### src/rtl/spi_fifo_port.sv
`default_nettype none
// =============================================================================
// Module      : spi_fifo_port
// Description : Buffered SPIGate port with a data window at ADDRESS and a
//               status/flag register at ADDRESS+1. The host fills an RX FIFO
//               that the fabric drains. The fabric fills a TX FIFO that the
//               host drains. Overflow and underrun are kept as sticky flags.
//               Optional feature macro: SPI_FIFO_PORT_IRQ_EN (IRQ output).
// Revision    : 1.0 - initial release
// =============================================================================
module spi_fifo_port #(
    parameter logic [7:0]    ADDRESS       = 8'h00,
    parameter int            DW            = 16,
    parameter int            DEPTH_LOG2    = 4,
    parameter logic [DW-1:0] UNDERRUN_WORD = 16'hDEAD
`ifdef SPI_FIFO_PORT_IRQ_EN
    ,
    parameter int            IRQ_LEVEL     = 8
`endif
) (
    input  logic          CLK,
    input  logic          RST,
    input  logic [DW-1:0] RXD,
    input  logic [7:0]    ADDR,
    input  logic          RXE,
    input  logic          TXE,
    output logic [DW-1:0] TXD,
    input  logic [DW-1:0] WR_DATA,
    input  logic          WR_EN,
    output logic          WR_FULL,
    output logic [DW-1:0] RD_DATA,
    input  logic          RD_EN,
    output logic          RD_EMPTY
`ifdef SPI_FIFO_PORT_IRQ_EN
    ,
    output logic          IRQ
`endif
);

    localparam int            DEPTH          = 1 << DEPTH_LOG2;
    localparam int            CW             = DEPTH_LOG2 + 1;
    localparam logic [CW-1:0] CNT_FULL       = CW'(DEPTH);
    localparam logic [7:0]    STATUS_ADDRESS = ADDRESS + 8'd1;

    generate
        if (DW < 2 * (DEPTH_LOG2 + 1) + 2) begin : g_dw_check
            $error("spi_fifo_port: DW too narrow for the status word");
        end
    endgenerate

    logic [DW-1:0]         rx_mem_q [DEPTH];
    logic [DW-1:0]         tx_mem_q [DEPTH];

    logic [DEPTH_LOG2-1:0] rx_wptr_q, rx_wptr_d;
    logic [DEPTH_LOG2-1:0] rx_rptr_q, rx_rptr_d;
    logic [DEPTH_LOG2-1:0] tx_wptr_q, tx_wptr_d;
    logic [DEPTH_LOG2-1:0] tx_rptr_q, tx_rptr_d;
    logic [CW-1:0]         rx_cnt_q,  rx_cnt_d;
    logic [CW-1:0]         tx_cnt_q,  tx_cnt_d;
    logic                  rx_ovf_q,  rx_ovf_d;
    logic                  tx_udr_q,  tx_udr_d;

    logic                  host_data_wr;
    logic                  host_stat_wr;
    logic                  host_data_rd;
    logic                  rx_empty, rx_full;
    logic                  tx_empty, tx_full;
    logic                  rx_push,  rx_pop;
    logic                  tx_push,  tx_pop;
    logic [1:0]            flag_clr;
    logic [CW-1:0]         rx_free;
    logic [DW-1:0]         status;

    always_comb begin
        host_data_wr = RXE && (ADDR == ADDRESS);
        host_stat_wr = RXE && (ADDR == STATUS_ADDRESS);
        host_data_rd = TXE && (ADDR == ADDRESS);

        rx_empty     = (rx_cnt_q == '0);
        rx_full      = (rx_cnt_q == CNT_FULL);
        tx_empty     = (tx_cnt_q == '0);
        tx_full      = (tx_cnt_q == CNT_FULL);

        // A pop in the same cycle frees a slot, so a push into a full FIFO
        // is still accepted when the other side drains concurrently.
        rx_pop       = RD_EN && !rx_empty;
        rx_push      = host_data_wr && (!rx_full || rx_pop);
        tx_pop       = host_data_rd && !tx_empty;
        tx_push      = WR_EN && (!tx_full || tx_pop);

        flag_clr     = host_stat_wr ? RXD[1:0] : 2'b00;
        rx_ovf_d     = (rx_ovf_q && !flag_clr[0]) || (host_data_wr && !rx_push);
        tx_udr_d     = (tx_udr_q && !flag_clr[1]) || (host_data_rd && tx_empty);

        rx_wptr_d    = rx_wptr_q + DEPTH_LOG2'(rx_push);
        rx_rptr_d    = rx_rptr_q + DEPTH_LOG2'(rx_pop);
        tx_wptr_d    = tx_wptr_q + DEPTH_LOG2'(tx_push);
        tx_rptr_d    = tx_rptr_q + DEPTH_LOG2'(tx_pop);
        rx_cnt_d     = rx_cnt_q + CW'(rx_push) - CW'(rx_pop);
        tx_cnt_d     = tx_cnt_q + CW'(tx_push) - CW'(tx_pop);
    end

    always_ff @(posedge CLK or posedge RST) begin
        if (RST) begin
            rx_wptr_q <= '0;
            rx_rptr_q <= '0;
            tx_wptr_q <= '0;
            tx_rptr_q <= '0;
            rx_cnt_q  <= '0;
            tx_cnt_q  <= '0;
            rx_ovf_q  <= 1'b0;
            tx_udr_q  <= 1'b0;
        end else begin
            rx_wptr_q <= rx_wptr_d;
            rx_rptr_q <= rx_rptr_d;
            tx_wptr_q <= tx_wptr_d;
            tx_rptr_q <= tx_rptr_d;
            rx_cnt_q  <= rx_cnt_d;
            tx_cnt_q  <= tx_cnt_d;
            rx_ovf_q  <= rx_ovf_d;
            tx_udr_q  <= tx_udr_d;
        end
    end

    // Storage needs no reset: pointers and counts define what is valid.
    always_ff @(posedge CLK) begin
        if (rx_push) begin
            rx_mem_q[rx_wptr_q] <= RXD;
        end
        if (tx_push) begin
            tx_mem_q[tx_wptr_q] <= WR_DATA;
        end
    end

`ifdef SPI_FIFO_PORT_IRQ_EN
    logic irq_q, irq_d;

    always_comb begin
        irq_d = (int'(tx_cnt_q) < IRQ_LEVEL) || rx_ovf_q || tx_udr_q;
    end

    always_ff @(posedge CLK or posedge RST) begin
        if (RST) begin
            irq_q <= 1'b0;
        end else begin
            irq_q <= irq_d;
        end
    end

    assign IRQ = irq_q;
`endif

    always_comb begin
        rx_free           = CNT_FULL - rx_cnt_q;
        status            = '0;
        status[0]         = rx_ovf_q;
        status[1]         = tx_udr_q;
        status[2 +: CW]   = tx_cnt_q;
        status[2 + CW +: CW] = rx_free;
`ifdef SPI_FIFO_PORT_IRQ_EN
        status[DW-1]      = irq_q;
`endif
    end

    // TXD is OR-combined with other SPIGate ports, so drive zero when idle.
    always_comb begin
        TXD = '0;
        if (ADDR == ADDRESS) begin
            TXD = tx_empty ? UNDERRUN_WORD : tx_mem_q[tx_rptr_q];
        end else if (ADDR == STATUS_ADDRESS) begin
            TXD = status;
        end
    end

    assign RD_DATA  = rx_empty ? '0 : rx_mem_q[rx_rptr_q];
    assign RD_EMPTY = rx_empty;
    assign WR_FULL  = tx_full;

endmodule
`default_nettype wire
### config.mk
export PLATFORM = sky130hd
export DESIGN_NAME = spi_fifo_port
export DESIGN_NICKNAME = d
export VERILOG_FILES = /design/src/rtl/spi_fifo_port.sv
export SDC_FILE = /design/constraint.sdc
export NUM_CORES = 1
export LEC_CHECK = 0
export CORE_ASPECT_RATIO = 1.1
export CORE_MARGIN = 5
export CORE_UTILIZATION = 65
export DETAILED_ROUTE_END_ITERATION = 16
export HOLD_SLACK_MARGIN = 0.15
export PLACE_DENSITY = 0.84
export SYNTH_ARGS = -nofsm -noshare
export SYNTH_HDL_FRONTEND = slang
export SYNTH_SLANG_ARGS = --single-unit
### constraint.sdc
create_clock -name CLK -period 11.15 [get_ports CLK]
set_clock_uncertainty 0.2 [all_clocks]
set_input_delay 1.6725 -clock CLK [delete_from_list [all_inputs] [get_ports CLK]]
set_output_delay 1.6725 -clock CLK [all_outputs]
set_load 0.05 [all_outputs]
== Word-level counts from Yosys, hierarchy flattened ==
Memory sizes are Yosys's and may differ from the RTL's.
Index checks and enable logic that the tools add are counted.

* Add/sub/neg operators: 9
* Eq/ne operators: 3
* Muxes and demuxes: 9
* Reduce and logical (&&, ||, !) cells: 25

{| class="wikitable"
|+ Operator list
! cell !! number
|-
| 16-bit 2-to-1 mux || 3
|-
| 4-bit by 1-bit adder with 4-bit output || 4
|-
| 12-bit 2-to-1 mux || 1
|-
| 1-bit logical AND || 11
|-
| 5-bit by 1-bit adder with 5-bit output || 2
|-
| 5-bit equality test, second input constant || 2
|-
| 5-bit logical NOT || 2
|-
| 5-bit by 1-bit subtractor with 5-bit output || 2
|-
| 8-bit by 1-bit equality test with 1-bit output, second input constant || 1
|-
| 8-bit logical NOT || 1
|-
| 1-bit logical NOT || 7
|-
| 5-bit subtractor, first input constant || 1
|-
| 1-bit logical OR || 4
|-
| 1-bit 2-to-1 mux || 4
|-
| 2-bit 2-to-1 mux || 1
|}

* Bits in registers: 28
* Bits in writable memories: 512
* Input port bits: 46
* Output and inout port bits: 34
* Logic and storage cells: 56
* Memories: 2

{| class="wikitable"
|+ Memory list
! name !! depth !! bits a word !! rd ports !! clocked after Yosys merged registers in !! write ports !! RTL line !! source
|-
| rx_mem_q || 16 || 16 || 1 || 0 || 1 || 51 || <nowiki>logic [DW-1:0] rx_mem_q [DEPTH];</nowiki>
|-
| tx_mem_q || 16 || 16 || 1 || 0 || 1 || 52 || <nowiki>logic [DW-1:0] tx_mem_q [DEPTH];</nowiki>
|}

== Logic depth before layout (Yosys ltp) ==
* Depth in word-level cells: 8
* Mapped depth: 16

== Worst setup path before layout ==
OpenSTA, ideal clock, no wires.

* Path kind: input to output
* From: input port ADDR[5]
* To: output port TXD[10]
* Arrival time: 3.925 ns
* Required time: 9.278 ns
* Slack: 5.352 ns
* Stages on the path: 5
* Path buffers: 2
* Cells stage by stage: or4_4 > buf_6 > or2_1 > buf_2 > a221oi_1

* Longest elaborated chain between the ends: 3
* Elaborated cells on any way between the ends: 4
* Classes of those cells: eq/ne: 1; mux: 2; reduce/logical: 1

{| class="wikitable"
|+ Ends and longest elaborated chain
! what !! RTL line !! source
|-
| start: declaration || 24 || <nowiki>input logic [7:0] ADDR,</nowiki>
|-
| 8-bit by 1-bit equality test with 1-bit output || 170 || <nowiki>end else if (ADDR == STATUS_ADDRESS) begin</nowiki>
|-
| 12-bit 2-to-1 mux || 170 ||
|-
| 16-bit 2-to-1 mux * || 168 || <nowiki>if (ADDR == ADDRESS) begin</nowiki>
|-
| end: declaration || 27 || <nowiki>output logic [DW-1:0] TXD,</nowiki>
|}

Mark *: on every way between the ends. The rest lies on a longest branch, timed or not.

== Final worst setup path ==
* From: input port ADDR[0]
* To: output port TXD[0]

The elaborated chain is that of the path after synthesis.

==> results.md <==
* Status: complete, no violations
* Internal power at 0.003962 W
* H-tree depth at 2
* CTS root buf: clkbuf_16
* RSZ-0062 raised after global routing: false
* Highest-delay cell along the critical path: clkdlybuf4s50_1
* Clk sinks at 540
* Reg-to-reg endpoint: rx_cnt_q[4]
* Gr usage total at between 20% and 30%
* Power per cell area at 226.4 nW/um^2
* Largest net degree at the start of global routing at 65
* Leak at roughly 7.9 nW
* Register area share after synthesis at 75.02%
* Cell Area, Synth at 21430 sq um
* Netlist cell types at 51
* Post-Place Cells at between 1000 and 1500
* Comb power frac at 23.7%
* Hold Path Class: reg2reg
* CTS tree: built
* Cts repair resizes at 0
* TritonCTS Buffers at 50
* Die width at 183.1 microns
* Top cell type's share of synthesized area at 71.75%
* Via/cell ratio at between 6 and 7
* DR iter-0 viols at ~1400
* FMAX at approximately 0.15 GHz
* Initial antenna violation count at 1
* FF/Latch Area at between 15000 and 20000 sq um
* I/O Pins at 80
* DRT antenna net count at 0
* Top area cells in the synthesized netlist: edfxtp_1 72%, mux4_2 16%, dfrtp_1 3.3%
* Clock power share at around a third
* Crit path top cell by count: clkdlybuf4s50_1
* Final count of hold timing violations at 0
* Crit-path leading delay family: buffers and inverters
* Vias in the first global route at ~11000
* Worst skew pair latency at approximately 580 ps
* P_sw at between 0.0015 and 0.002 W
* FILL cells at 1712
* DRC viols at 0
* Average wire per standard cell at 31.73 microns
* Max_cap viols at 0
* Worst-margin pin slew at approximately 1200 ps
* Die area at around 37000 sq um
* Flops & latches, synth at 540
* Flop-to-flop setup slack at approximately 6800 ps
* Worst IR drop on VDD at around 0.18 mV
* Initial Util at between 60% and 70%
* Worst-path fanout max at 21
* Async S/R FF share, synth at 5.185%
* Worst hold start: rx_rptr_q[2]
* Die height at roughly 200 microns
* Final instance count without filler cells at ~1600
* Sw Ratio at between 20 and 30%
* Area occupied by multi-input gates at 5099 sq um
* Worst Path Buf+Inv at 2
* Grt ovf at 0
* Gate Count Post-Synth at roughly 1000
* Place WS at between 4000 and 5000 ps
* CP Cell Sequence: clkdlybuf4s50_1 -> or3_1 -> a211oi_1 -> a2111oi_2 -> clkdlybuf4s50_1
* Worst rel slew slack at between 15 and 20%
* Number of flops mapped to enable cells by yosys at 512
* WL final at 49.56 mm
* CTS Buffer Depth at 3
* Mapped Nets at between 1000 and 1500
* Placed inst area at between 20000 and 25000 sq um
* Hold EP: rx_rptr_q[2]
* Worst Setup End Kind: output pin
* Final Cell Area at between 20000 and 25000 sq um
* WP depth at 5
* WS Path Type: in2out
* Tmin final at 6732 ps
* Critical Path RT at a little over 9000 ps
* Max stage delay on crit path at between 1000 and 1500 ps
* Num rows at ~70
* Setup slack after layout at approximately 4400 ps
* IO Port Bufs at ~80
* Clock transition at path regs at 60 ps
* FF-to-FF Start: rx_cnt_q[0]
* Final setup TNS at 0 ps
* Drt first pass iters at 7
* Gpl congestion at between 0.8 and 0.9
* Layout overhead on the synthesized area at 14.61%
* DR vias at 10640
* Final setup violation count at 0
* Post-synth top area cell: edfxtp_1
* Startpoint Class: primary input
* DP HPWL at roughly 27 mm
* Final count of pins violating max slew at 0
* Ant diodes at 0
* Final period util at 60.38%
* Hold buffers post-CTS at 0
* Layout cells sized above 1 at ~28%
* Nets@finish at 1166
* Seq pwr share at 44.9%
* Data arrival, critical path at a little under 5000 ps
* Setup Buffers After CTS at 0
* Core ar. at about 32000 sq um
* Ys flop type: edfxtp_1
* Synth warnings at 0
* R2R depth at 17
* Synth Area per Inst at between 20 and 25 sq um
* Hold path depth at 1
* First-pass GRT wire length at between 70 and 80 mm
-- logic make-up (layout without fill, tap and decap cells) --
group	Yosys count	in the layout	synth area share (%)
compound gates	48	48	2.026
xor+xnor	18	18	0.7357
fa+ha+maj	25	25	1.530
buf+inv	73	235	1.734
flops	540	540	75.02
mux	153	153	15.79
simple gates	117	117	3.159
-- cells in the mapped netlist, types with 7 or more instances --
cell type  instances
mux4_2           148
clkbuf_1          15
ha_1              23
xnor2_1            8
buf_4             11
edfxtp_1         512
dfrtp_1           28
buf_1              7
a2111oi_2          7
nor2_1            35
nor2b_1           32
inv_1             25
a211oi_1          13
a22oi_1            8
buf_2              9
nor4_1             7
xor2_1            10
nand2_1            8
-- registers in the layout (all words and copies together), names as in the netlist --
| name | count |
|---|---|
| rx_cnt_q | 5 |
| rx_mem_q | 256 |
| rx_ovf_q | 1 |
| rx_rptr_q | 4 |
| rx_wptr_q | 4 |
| tx_cnt_q | 5 |
| tx_mem_q | 256 |
| tx_rptr_q | 4 |
| tx_udr_q | 1 |
| tx_wptr_q | 4 |
-- worst max path at each step --
stage | from | end | slack, ps
finish | ADDR[0] | TXD[0] | 4420
global route | ADDR[0] | TXD[0] | 4380
CTS | ADDR[0] | TXD[0] | 4520
detailed placement | ADDR[0] | TXD[0] | 4550
global placement | ADDR[0] | TXD[0] | 4630
floorplan | ADDR[5] | TXD[10] | 5350
-- stage by stage --
stage	total power (W)	utilization, %	hold WS (ps)
after floorplan	0.003435	-	276.5
after global placement	0.003807	70.51	280.6
after detailed placement	0.003849	70.51	310.2
after CTS	0.005593	75.66	325.9
after global routing	0.005768	75.66	336.3
final	0.005559	75.66	316.3
-- metal layers --
| layer | vias up | part of all wire (%) | global-route usage (%) |
|---|---|---|---|
| li1 | 4291 | - | - |
| met1 | 5631 | 35 | 35.95 |
| met2 | 619 | 54 | 48.02 |
| met3 | 100 | 7.8 | 4.748 |
| met4 | 2 | 3.1 | 8.675 |
| met5 | - | 0.026 | 0 |
-- power groups by stage --
stage | clock [W] | combinational, W | sequential (W)
after global placement | 0 | 0.00128 | 0.00253
after global routing | 0.00186 | 0.00139 | 0.00251
final | 0.00175 | 0.00132 | 0.00250
after floorplan | 0 | 0.000992 | 0.00244
after CTS | 0.00176 | 0.00133 | 0.00250
after detailed placement | 0 | 0.00131 | 0.00254
-- layout by cell type, fill, tap and decap left out, types with 14 or more instances in the layout --
cell type | netlist | layout
clkdlybuf4s50_1 | 0 | 79
nor2_1 | 35 | 14
edfxtp_1 | 512 | 512
buf_4 | 11 | 38
clkbuf_16 | 0 | 51
ha_1 | 23 | 23
inv_1 | 25 | 25
mux4_2 | 148 | 148
nor2_2 | 0 | 21
nor2b_1 | 32 | 32
dfrtp_1 | 28 | 24
-- final cells by class --
| type | instances | share of cell area (%) |
|---|---|---|
| Clock buffer | 64 | 5.395 |
| Clock inverter | 29 | 1.411 |
| Inverter | 25 | 0.3821 |
| Multi-Input combinational cell | 361 | 20.76 |
| Sequential cell | 540 | 65.50 |
| Tap cell | 426 | 2.170 |
| Timing Repair Buffer | 117 | 4.381 |
No activity file was read; power rests on OpenSTA's default activity.
